[src/rtl/cpu_pkg.sv]
// Shared CPU definitions: datapath width, sequencer states and the
// instruction-memory geometry used by both the sequencer and the memory.
package cpu_pkg;

    localparam int XLEN = 32;

    typedef enum logic [1:0] {
        IDLE   = 2'd0,
        RUN    = 2'd1,
        HALTED = 2'd2,
        FAULT  = 2'd3
    } seq_state_t;

    // Word-indexed instruction memory: first fetch address, fall-through
    // increment and number of valid words.
    localparam logic [XLEN-1:0] DEFAULT_RESET_PC   = '0;
    localparam logic [XLEN-1:0] DEFAULT_PC_STEP    = XLEN'(1);
    localparam logic [XLEN-1:0] DEFAULT_IMEM_DEPTH = XLEN'(1024);

endpackage

[src/rtl/pc_next_logic.sv]
// Next-PC select (fall-through or branch redirect) plus fetch range check.
// Purely combinational; the sequencer decides whether the result is used.
module pc_next_logic
    import cpu_pkg::*;
#(
    parameter int              XLEN       = cpu_pkg::XLEN,
    parameter logic [XLEN-1:0] PC_STEP    = DEFAULT_PC_STEP,
    parameter logic [XLEN-1:0] IMEM_DEPTH = DEFAULT_IMEM_DEPTH
) (
    input  logic [XLEN-1:0] pc,
    input  logic            br_taken,
    input  logic [XLEN-1:0] br_target,
    output logic [XLEN-1:0] next_pc,
    output logic            out_of_range
);

    // One extra bit so a fall-through past the top of the address space is
    // caught as a fault instead of silently wrapping to a valid low address.
    logic [XLEN:0] fall_through;

    assign fall_through = {1'b0, pc} + {1'b0, PC_STEP};

    // Pick the successor address, then flag it if it leaves instruction memory.
    always_comb begin
        next_pc      = fall_through[XLEN-1:0];
        out_of_range = fall_through[XLEN];
        if (br_taken) begin
            next_pc      = br_target;
            out_of_range = 1'b0;
        end
        if (next_pc >= IMEM_DEPTH) begin
            out_of_range = 1'b1;
        end
    end

endmodule

[src/rtl/pc_sequencer.sv]
// Fetch/sequencing controller for the single-cycle core: starts and stops
// execution, steps or redirects the PC once per clock, holds it on stall,
// counts retirements, enforces an optional step limit and traps bad fetches.
module pc_sequencer
    import cpu_pkg::*;
#(
    parameter int              XLEN       = cpu_pkg::XLEN,
    parameter logic [XLEN-1:0] RESET_PC   = DEFAULT_RESET_PC,
    parameter logic [XLEN-1:0] PC_STEP    = DEFAULT_PC_STEP,
    parameter logic [XLEN-1:0] IMEM_DEPTH = DEFAULT_IMEM_DEPTH
) (
    input  logic            clk,
    input  logic            reset,
    input  logic            start,
    input  logic            halt_req,
    input  logic            stall,
    input  logic            br_taken,
    input  logic [XLEN-1:0] br_target,
    input  logic [XLEN-1:0] step_limit,
    output logic [XLEN-1:0] pc,
    output logic            pc_valid,
    output logic            busy,
    output logic            done,
    output logic            fault,
    output logic [XLEN-1:0] retired
);

    seq_state_t      state_q, state_d;
    logic [XLEN-1:0] pc_q, pc_d;
    logic [XLEN-1:0] retired_q, retired_d;
    logic [XLEN-1:0] limit_q, limit_d;
    logic            done_q, done_d;

    logic [XLEN-1:0] next_pc;
    logic            out_of_range;
    logic [XLEN:0]   retired_plus1;
    logic [XLEN-1:0] retired_sat;
    logic            limit_hit;

    pc_next_logic #(
        .XLEN       (XLEN),
        .PC_STEP    (PC_STEP),
        .IMEM_DEPTH (IMEM_DEPTH)
    ) u_pc_next (
        .pc           (pc_q),
        .br_taken     (br_taken),
        .br_target    (br_target),
        .next_pc      (next_pc),
        .out_of_range (out_of_range)
    );

    // Retirement count after this instruction, and whether it meets the limit.
    assign retired_plus1 = {1'b0, retired_q} + {{XLEN{1'b0}}, 1'b1};
    assign retired_sat   = retired_plus1[XLEN] ? retired_q : retired_plus1[XLEN-1:0];
    assign limit_hit     = (limit_q != '0) && (retired_plus1 == {1'b0, limit_q});

    // Next-state, next-PC and counter update for the sequencing FSM.
    always_comb begin
        // NOTE: every signal gets a hold/default value first so no path through
        // the case leaves it unassigned, which would infer a latch.
        state_d   = state_q;
        pc_d      = pc_q;
        retired_d = retired_q;
        limit_d   = limit_q;
        done_d    = 1'b0;

        unique case (state_q)
            IDLE, HALTED, FAULT: begin
                if (start) begin
                    state_d   = RUN;
                    pc_d      = RESET_PC;
                    retired_d = '0;
                    limit_d   = step_limit;
                end
            end
            RUN: begin
                if (stall) begin
                    // Stalled instruction has not completed: nothing retires.
                    if (halt_req) begin
                        state_d = HALTED;
                        done_d  = 1'b1;
                    end
                end else begin
                    retired_d = retired_sat;
                    if (out_of_range) begin
                        // PC stays on the offending instruction for debug.
                        state_d = FAULT;
                    end else begin
                        pc_d = next_pc;
                        if (halt_req || limit_hit) begin
                            state_d = HALTED;
                            done_d  = 1'b1;
                        end
                    end
                end
            end
            default: state_d = IDLE;
        endcase
    end

    // State, PC, counter and pulse registers with asynchronous reset.
    always_ff @(posedge clk or posedge reset) begin
        // NOTE: sequential state uses non-blocking assignments so every register
        // samples the values from before this edge, independent of statement order.
        if (reset) begin
            state_q   <= IDLE;
            pc_q      <= RESET_PC;
            retired_q <= '0;
            limit_q   <= '0;
            done_q    <= 1'b0;
        end else begin
            state_q   <= state_d;
            pc_q      <= pc_d;
            retired_q <= retired_d;
            limit_q   <= limit_d;
            done_q    <= done_d;
        end
    end

    // Outputs come straight from registers or a decode of the state register.
    assign pc       = pc_q;
    assign pc_valid = (state_q == RUN);
    assign busy     = (state_q == RUN);
    assign fault    = (state_q == FAULT);
    assign done     = done_q;
    assign retired  = retired_q;

endmodule

[config.mk]
export PLATFORM = sky130hd
export DESIGN_NAME = pc_sequencer
export DESIGN_NICKNAME = d
export VERILOG_FILES = /design/src/rtl/cpu_pkg.sv /design/src/rtl/pc_next_logic.sv /design/src/rtl/pc_sequencer.sv
export SDC_FILE = /design/constraint.sdc
export NUM_CORES = 1
export LEC_CHECK = 0
export BUFFER_PORTS_ARGS = -buffer_cell sky130_fd_sc_hd__buf_2
export CAP_MARGIN = 20
export CORE_UTILIZATION = 45
export DETAILED_ROUTE_END_ITERATION = 8
export GPL_TIMING_DRIVEN = 0
export PLACE_DENSITY_LB_ADDON = 0.15
export SLEW_MARGIN = 0
export SYNTH_ARGS = -nofsm -noshare
export SYNTH_HDL_FRONTEND = slang
export SYNTH_HIERARCHICAL = 1
export SYNTH_SLANG_ARGS = --single-unit
[constraint.sdc]
create_clock -name clk -period 9.77 [get_ports clk]
set_input_delay 1.4655 -clock clk [delete_from_list [all_inputs] [get_ports clk]]
set_output_delay 1.4655 -clock clk [all_outputs]
set_load 0.005 [all_outputs]
==> metrics.yaml, run 1 <==
cts_sinks: 99
overflow: 0
die_h_um: 123.1
fin_tns_setup_ps: 0
hold_class: "flop to flop"
synth_area_leaders: "dfrtp_1 (38%), nand2_1 (6.9%), mux2_2 (6.0%)"
ys_seq_area_share_pct: 37.55
synth-seq-cells: 99
routed_wl_um: 19970
max_slew.worst_pin.slew_ps: 978.6
worst-endpoint-required_ps: 10050
place_congestion: 0.9471
final-seq-area_um2: 2477
crit_type: "input pin to flop"
antennaDiodeCount: 0
grt_pass1_wl_um: 31500
critPathLaunchType: "input pin"
die_w_um: 123.1
dp_cells: 1097
antenna_found_initial: 0
drc: 0
maxSlewHeadroom_pct: 34.16
coreArea_um2: 14100
post_cts_resized: 0
setup_viol: 0
clock.fmax_mhz: 228.6
ant_nets: 0
synthMostInstantiatedCell: "nand2_1"
ys_warn_count: 6
critPathMaxFanout: 10
clkTransAtPathRegs_ps: 70
postCtsSetupBuffers: 0
grt_setup_unrepaired: "false"
drv_cap: 0
grt_pass1_vias: 5768
finalCriticalPeriod_ps: 4375
synth_top_cells_by_count: "nand2_1 (121), dfrtp_1 (99), o21ai_0 (70)"
finClkSkew_ps: 9.129
wl_per_cell_um: 17.94
yosys.area.top_type_share_pct: 37.55
clock_latency_ps: 360
area_delta_synth_final_pct: 18.76
dr.pass1.iters: 5
htreeDepth: 3
grt_max_degree: 54
syn_area_um2: 6598
port_buffers: 136
ys_async_sr_fraction_pct: 100.0
power_density_nw_per_um2: 178.6
fin_crit_sh_pct: 44.78
finalNonFillerCells: 1113
syn_inst: 780
rows: 43
start_util_pct: 46.80
multiInputGateArea_um2: 3762
vias_per_cell: 5.815
end_kind: "flop"
drv_slew: 0
cts_buffer_depth: 2
dp_slack_ps: 5143
ios: 138
cts_buffers: 9
synth_ff_type: "dfrtp_1"
whs_ps: 528.2
ir_worst_vdd_uv: 169.1
dpl.hpwl_um: 14670
synth.largest_area_cell: "dfrtp_1"
leakage_nw: 3.354
setup_ws_ps: 5395
drive_above_1_share_pct: 24.97
hold_viol: 0
synth-edff-count: 0
outcome: "completed"
dr_total_vias: 6472
die_area_um2: 15150
worstPathArrival_ps: 4660
cts_tree: "done"
syn-num-nets: 852
fillerInstances: 1402
grt_util_all_layers_pct: 27.36
finalPower_mw: 1.400
dr.first_iter.drc_count: 698
nNetsFinal: 1000
hold_buffers: 0
synthDistinctLibCells: 61
cts_root_buf: "clkbuf_16"
syn_area_per_cell_um2: 8.458
## placed cells by master (no fill, tap or decap), types with 9 or more instances in the layout
cell       Yosys  routed
o31ai_1       19      19
clkbuf_16      0       9
dfrtp_1       99      99
a21oi_1       15      15
nor2_1        42      42
o21ai_0       70      70
inv_1         18      17
buf_4         12      12
xnor2_1       38      38
nand2_1      121     121
and4_1        12      12
nor3_1        14      14
nand4_1       23      23
o21ai_1       26      26
xor2_1        24      24
clkbuf_1      21      21
and3_1        12      12
nand3_1       37      37
nor4_1        20      20
buf_2         19     155
mux2_2        35      35
## where the power goes
part           switching (mW)  internal (mW)  total, mW
clock network           0.171          0.201      0.372
logic                   0.242          0.199      0.441
registers               0.101          0.486      0.587
## routing by layer
layer	vias up	GRT usage, %	part of all wire, %
met5	-	0	0
met4	0	5.422	0.91
met3	20	5.397	8.0
met2	258	39.64	43
met1	3062	41.98	49
li1	3132	-	-
## kinds of logic after synthesis
kind of cell,share of synthesized area [%]
buf+inv,5.424
fa+ha+maj,0.3792
flops,37.55
compound gates,16.86
mux,6.126
xor+xnor,8.231
simple gates,25.43
## layout make-up
class | count | area share [%]
buffer | 57 | 3.705
clock inverter | 7 | 0.9741
sequential | 99 | 31.62
inverter | 18 | 0.8943
tap | 180 | 2.874
clock buffer | 9 | 2.874
timing repair buffer | 137 | 9.039
multi-input combinational | 606 | 48.02
## registers in the layout, indices dropped and copies added (netlist names)
| register | cells |
|---|---|
| limit_q | 32 |
| pc | 32 |
| retired | 32 |
| state_q | 2 |
| done | 1 |
## worst paths after layout
path	end	cells past startpoint	slack, ps	startpoint
max in group asynchronous	limit_q[19]	3	7860	reset
worst min register to register	state_q[1]	2	530	state_q[1]
worst max register to register	pc[14]	14	5490	pc[0]
worst max-delay path	pc[14]	11	5400	br_taken
min in group asynchronous	pc[5]	2	1230	reset
worst min-delay path	state_q[1]	2	530	state_q[1]
## critical path, cell delays in order
cell       delay [ps]
clkbuf_1          340
clkbuf_1          390
clkbuf_1          500
o2111ai_1         220
nor4_1            390
nand4_1           210
nor3_1            250
buf_2             240
clkbuf_1          450
nand2_1           110
o21ai_0            90
## per-stage QoR
stage	util [%]	area, µm²
detailed placement	53.44	7533
global route	55.58	7835
finish	55.58	7835
CTS	55.58	7835
floorplan	-	6598
global placement	53.23	7503
(Power assumes the default switching activity.)
==> inputs of run 2 (changes only) <==
clock period = 3.7 ns   (was 9.77 ns; I/O delays follow)
==> run 2 against run 1 <==
Effect of this change:
- critical endpoint is now pc[19]
- total power rose to 2.6 times the previous value
- sequential power rose to 2.6 times the previous value
- utilization rose by 3.0 points
- critical path type is now flop to flop
- wire length rose by 2.5%
- highest routed layer unchanged
==> metrics.yaml, run 2 (synthesis results as in run 1) <==
outcome: "completed"
fillerInstances: 1351  # -3.6%
grt_pass1_vias: 5792  # +0.42%
dp_slack_ps: -541.8  # -5685 ps
cts_tree: "done"
hold_buffers: 0  # unchanged
max_slew.worst_pin.slew_ps: 773.1  # -205.6 ps
fin_crit_sh_pct: 98.40
overflow: 0  # unchanged
placed_area_um2: 7533  # unchanged
cts_buffers: 9  # unchanged
worst-endpoint-required_ps: 3980  # -6070 ps
drv_cap: 0  # unchanged
final_area_um2: 8263  # +5.5%
routed_wl_um: 20470  # +2.5%
power_density_nw_per_um2: 447.9  # +150%
drive_above_1_share_pct: 29.52  # +4.5 points
r2r_setup_slack_ps: 60  # -5430 ps
startpoint: "pc[0]"
start_util_pct: 46.80  # unchanged
vias_per_cell: 5.837  # +0.39%
grt_pass1_wl_um: 31570  # +0.22%
port_buffers: 136  # unchanged
maxSlewHeadroom_pct: 48.07  # +14 points
whs_ps: 320.0  # -208.1 ps
cts_sinks: 99  # unchanged
drv_slew: 0  # unchanged
r2r-start: "pc[0]"
clock_latency_ps: 360  # about the same
nNetsFinal: 1019  # +1.9%
cts_root_buf: "clkbuf_16"
wl_per_cell_um: 18.08  # +0.80%
ant_nets: 0  # unchanged
drc: 0  # unchanged
antenna_found_initial: 0  # unchanged
dr_total_vias: 6608  # +2.1%
cts_buffer_depth: 2  # unchanged
setup_viol: 0  # unchanged
finClkSkew_ps: 9.146  # +0.01699 ps
area_delta_synth_final_pct: 25.24
dr.first_iter.drc_count: 679  # -2.7%
rows: 43  # unchanged
ir_worst_vdd_uv: 445.1  # +160%
fin_tns_setup_ps: 0  # unchanged
leakage_nw: 3.537  # +5.5%
coreArea_um2: 14100  # unchanged
clkTransAtPathRegs_ps: 70  # about the same
end_kind: "flop"
die_area_um2: 15150  # unchanged
die_w_um: 123.1  # unchanged
hold_class: "input pin to asynchronous set/reset pin"
htreeDepth: 3  # unchanged
dr.pass1.iters: 5  # unchanged
final_common_cell: "buf_2"
finalCriticalPeriod_ps: 3641
critPathMaxFanout: 8  # -2
critPathLaunchType: "flop"
grt_max_degree: 54  # unchanged
crit_type: "flop to flop"
finalNonFillerCells: 1132  # +1.7%
antennaDiodeCount: 0  # unchanged
dpl.hpwl_um: 14670  # unchanged
final_cell_mix: "buf_2 (152), nand2_1 (119), dfrtp_1 (93), o21ai_0 (62), nor2_1 (42)"
dp_cells: 1097  # unchanged
clock.fmax_mhz: 274.7
worstPathArrival_ps: 3920  # -740 ps
grt_util_all_layers_pct: 27.43  # +0.067 points
die_h_um: 123.1  # unchanged
grt_setup_unrepaired: "true"
setup_ws_ps: 59.15  # -5336 ps
ios: 138  # unchanged
place_congestion: 0.9471  # unchanged
hold_viol: 0  # unchanged
==> run 2: changes by cell type in the layout (fill, tap and decap cells not counted), sizes merged <==
cell | before | now
buf | 173 | 194
clkbuf | 30 | 28
==> run 2: layout make-up <==
cell class / count / area, µm² / share of cell area [%]
buffer: 57 / 370.4 / 4.482
clock buffer: 9 / 225.2 / 2.726
clock inverter: 7 / 76.32 / 0.9237
inverter: 18 / 70.07 / 0.8480
multi-input combinational: 606 / 3896 / 47.15
sequential: 99 / 2485 / 30.07
tap: 180 / 225.2 / 2.726
timing repair buffer: 156 / 914.6 / 11.07
==> run 2: path summary, 6_finish.rpt <==
check / depth (start not counted) / endpoint
setup / recovery: 15 / pc[19]
hold / removal: 2 / pc[5]
setup reg to reg: 15 / pc[19]
hold reg to reg: 2 / state_q[1]
max in group asynchronous: 3 / limit_q[19]
min in group clk: 2 / limit_q[12]
==> run 2: metrics by stage <==
step	utilization (%)	total power, mW
floorplan	-	2.304
global placement	53.23	2.686
detailed placement	53.44	2.704
CTS	56.01	3.698
global route	58.62	3.909
finish	58.62	3.701
==> run 2: routing by layer <==
layer	wire [µm]	up-vias	part of all wire (%)	track usage, %
met1	9824	3156	48	41.88
li1	-	3161	-	-
met4	190	0	0.93	6.175
met5	0	-	0	0
met3	1650	14	8.1	5.074
met2	8803	277	43	39.89
==> run 2: timing repair <==
item                       in CTS  in global routing
setup endpoints to repair      34                 34
setup buffers                   3                 12
pin swaps                       0                 15
cloned                          0                  4
resized for setup              15                 64
==> run 2: power by group <==
group	internal, mW	switching [mW]
sequential	1.28	0.266
combinational	0.528	0.643
clock	0.529	0.451
total	2.34	1.36
==> run 2: worst max-delay path, cell delays in order, from the launching register on <==
cell and delay (ps):
dfrtp_1 410, buf_6 120, nand4_1 250, or4_4 570
buf_8 160, o31ai_2 170, a31oi_1 130, or4_4 550
nor4_4 150, nand4_1 230, nor3_4 290, buf_4 150
buf_6 120, clkbuf_16 140, nand2_1 50, o21ai_0 80
==> inputs of run 3 (changes only) <==
HOLD_SLACK_MARGIN = 0.15   (was default)
PLACE_DENSITY = 0.82   (was default)
PLACE_DENSITY_LB_ADDON = default   (was 0.15)
==> run 3 against run 2 <==
Effect of this change:
- utilization fell by 1.8 points
- fmax fell by 0.46%
- cell count shrank 1.2%
- count of clock-buffer cells in the layout grew 1
- die area unchanged
- register-to-register slack got worse by 20 ps
- sequential share of layout area increased by 0.94 points
==> metrics.yaml, run 3 (synthesis results as in run 1) <==
final_common_cell: "buf_2"
grt_max_degree: 57  # +5.6%
worst-endpoint-required_ps: 3950  # -30 ps
hold_viol: 0  # unchanged
grt_setup_unrepaired: "true"
critPathMaxFanout: 10  # +2
vias_per_cell: 6.093  # +4.4%
cts_root_buf: "clkbuf_16"
die_w_um: 123.1  # unchanged
grt_pass1_vias: 5987  # +3.4%
dr.first_iter.drc_count: 597  # -12%
area_delta_synth_final_pct: 21.43
hold_buffers: 0  # unchanged
overflow: 0  # unchanged
fin_crit_sh_pct: 98.86  # +0.46 points
met2_usage_pct: 42.45  # +2.6 points
hold_class: "input pin to asynchronous set/reset pin"
dp_slack_ps: -655.2  # -113.4 ps
drv_cap: 0  # unchanged
die_area_um2: 15150  # unchanged
crit-reg2reg-capture: "pc[0]"
antenna_found_initial: 0  # unchanged
finClkSkew_ps: 7.722  # -1.424 ps
setup_viol: 0  # unchanged
ios: 138  # unchanged
setup_ws_ps: 42.29  # -16.86 ps
antennaDiodeCount: 0  # unchanged
grt_util_all_layers_pct: 26.78  # -0.65 points
end_kind: "flop"
rows: 43  # unchanged
clock_latency_ps: 350  # about the same
clock.fmax_mhz: 273.4  # -0.46%
crit_chain: "nand4_1, or4_1, buf_2, o31ai_1, a31oi_1, or4_4, nor4_4, nand4_1, nor3_2, buf_4, buf_4, nand2_1, o21ai_0"
drv_slew: 0  # unchanged
slowest_stage: "or4_4"
finalPower_mw: 3.810  # +2.9%
htreeDepth: 3  # unchanged
drive_above_1_share_pct: 27.29  # -2.2 points
maxSlewHeadroom_pct: 39.17  # -8.9 points
nNetsFinal: 1005  # -1.4%
ant_nets: 0  # unchanged
r2r-start: "pc[3]"
ir_worst_vdd_uv: 472.4  # +6.1%
outcome: "completed"
critPathLaunchType: "flop"
drc: 0  # unchanged
cts_sinks: 99  # unchanged
routed_wl_um: 20110  # -1.8%
die_h_um: 123.1  # unchanged
use_met1_pct: 36.21  # -5.7 points
startpoint: "pc[3]"
r2r_setup_slack_ps: 40  # -20 ps
cp-endpoint: "pc[0]"
grt_pass1_wl_um: 31010  # -1.8%
max_stage_delay_ps: 570  # about the same
cts_buffers: 9  # unchanged
fin_tns_setup_ps: 0  # unchanged
start_util_pct: 46.80  # unchanged
reg2reg_depth: 13  # -2
dr_total_vias: 6812  # +3.1%
coreArea_um2: 14100  # unchanged
finalCriticalPeriod_ps: 3658  # +16.86 ps
clkTransAtPathRegs_ps: 70  # about the same
crit_type: "flop to flop"
whs_ps: 318.5  # -1.589 ps
leakage_nw: 3.422  # -3.3%
place_congestion: 0.9706  # +2.5%
port_buffers: 136  # unchanged
wl_per_cell_um: 17.99  # -0.53%
cts_tree: "done"
final_cell_mix: "buf_2 (153), nand2_1 (121), dfrtp_1 (93), o21ai_0 (69), nor2_1 (42)"
max_slew.worst_pin.slew_ps: 904.1  # +131.0 ps
power_density_nw_per_um2: 475.6  # +6.2%
gr-usage-met3_pct: 5.766  # +0.69 points
worstPathArrival_ps: 3910  # about the same
dpl.hpwl_um: 14730  # +0.40%
cts_buffer_depth: 2  # unchanged
dr.pass1.iters: 7  # +2
grt-busiest-layer: "met2"
## run 3: per-stage QoR
stage / cell area (µm²) / util, % / std cells
final: 8011 / 56.83 / 1118
after global routing: 8011 / 56.83 / 1118
after CTS: 7959 / 56.46 / 1117
after detailed placement: 7526 / 53.39 / 1097
after global placement: 7503 / 53.23 / 1096
after floorplan: 6598 / - / 780
## run 3: how the worst min path moves through the flow
stage	depth (start not counted)	slack (ps)	startpoint	to
after detailed placement	2	490	state_q[1]	state_q[1]
after global routing	2	400	reset	pc[9]
after CTS	2	350	reset	pc[9]
after floorplan	2	460	state_q[1]	state_q[1]
after global placement	2	490	state_q[1]	state_q[1]
final	2	320	reset	pc[9]
## run 3: area by class of cell
class / count / area, µm²
tap: 180 / 225.2
fill: 1279 / 6085
multi-input combinational: 606 / 3825
clock buffer: 10 / 239.0
buffer: 57 / 317.8
sequential: 99 / 2485
timing repair buffer: 142 / 738.2
inverter: 18 / 70.07
clock inverter: 6 / 111.4
## run 3: critical path: cells and delay by family, from the launching register on
| family | cells | cell delay [ps] |
|---|---|---|
| compound gates | 3 | 480 |
| buf+inv | 3 | 570 |
| flops | 1 | 480 |
| simple gates | 7 | 2010 |
## run 3: timing repair
| item | in CTS | in global routing |
|---|---|---|
| resized for setup | 17 | 19 |
| pin swaps | 4 | 3 |
| endpoints found under the setup margin | 34 | 34 |
| buffers inserted | 4 | 1 |
## run 3: power breakdown
part	internal [mW]	total [mW]	switching, mW
Combinational	0.526	1.17	0.646
Clock	0.681	1.10	0.419
Sequential	1.28	1.54	0.255
## run 3: routing by layer
| layer | up-vias | routed length (µm) |
|---|---|---|
| met5 | - | 0 |
| met3 | 59 | 1804 |
| li1 | 3135 | - |
| met4 | 0 | 643 |
| met2 | 370 | 9152 |
| met1 | 3248 | 8508 |
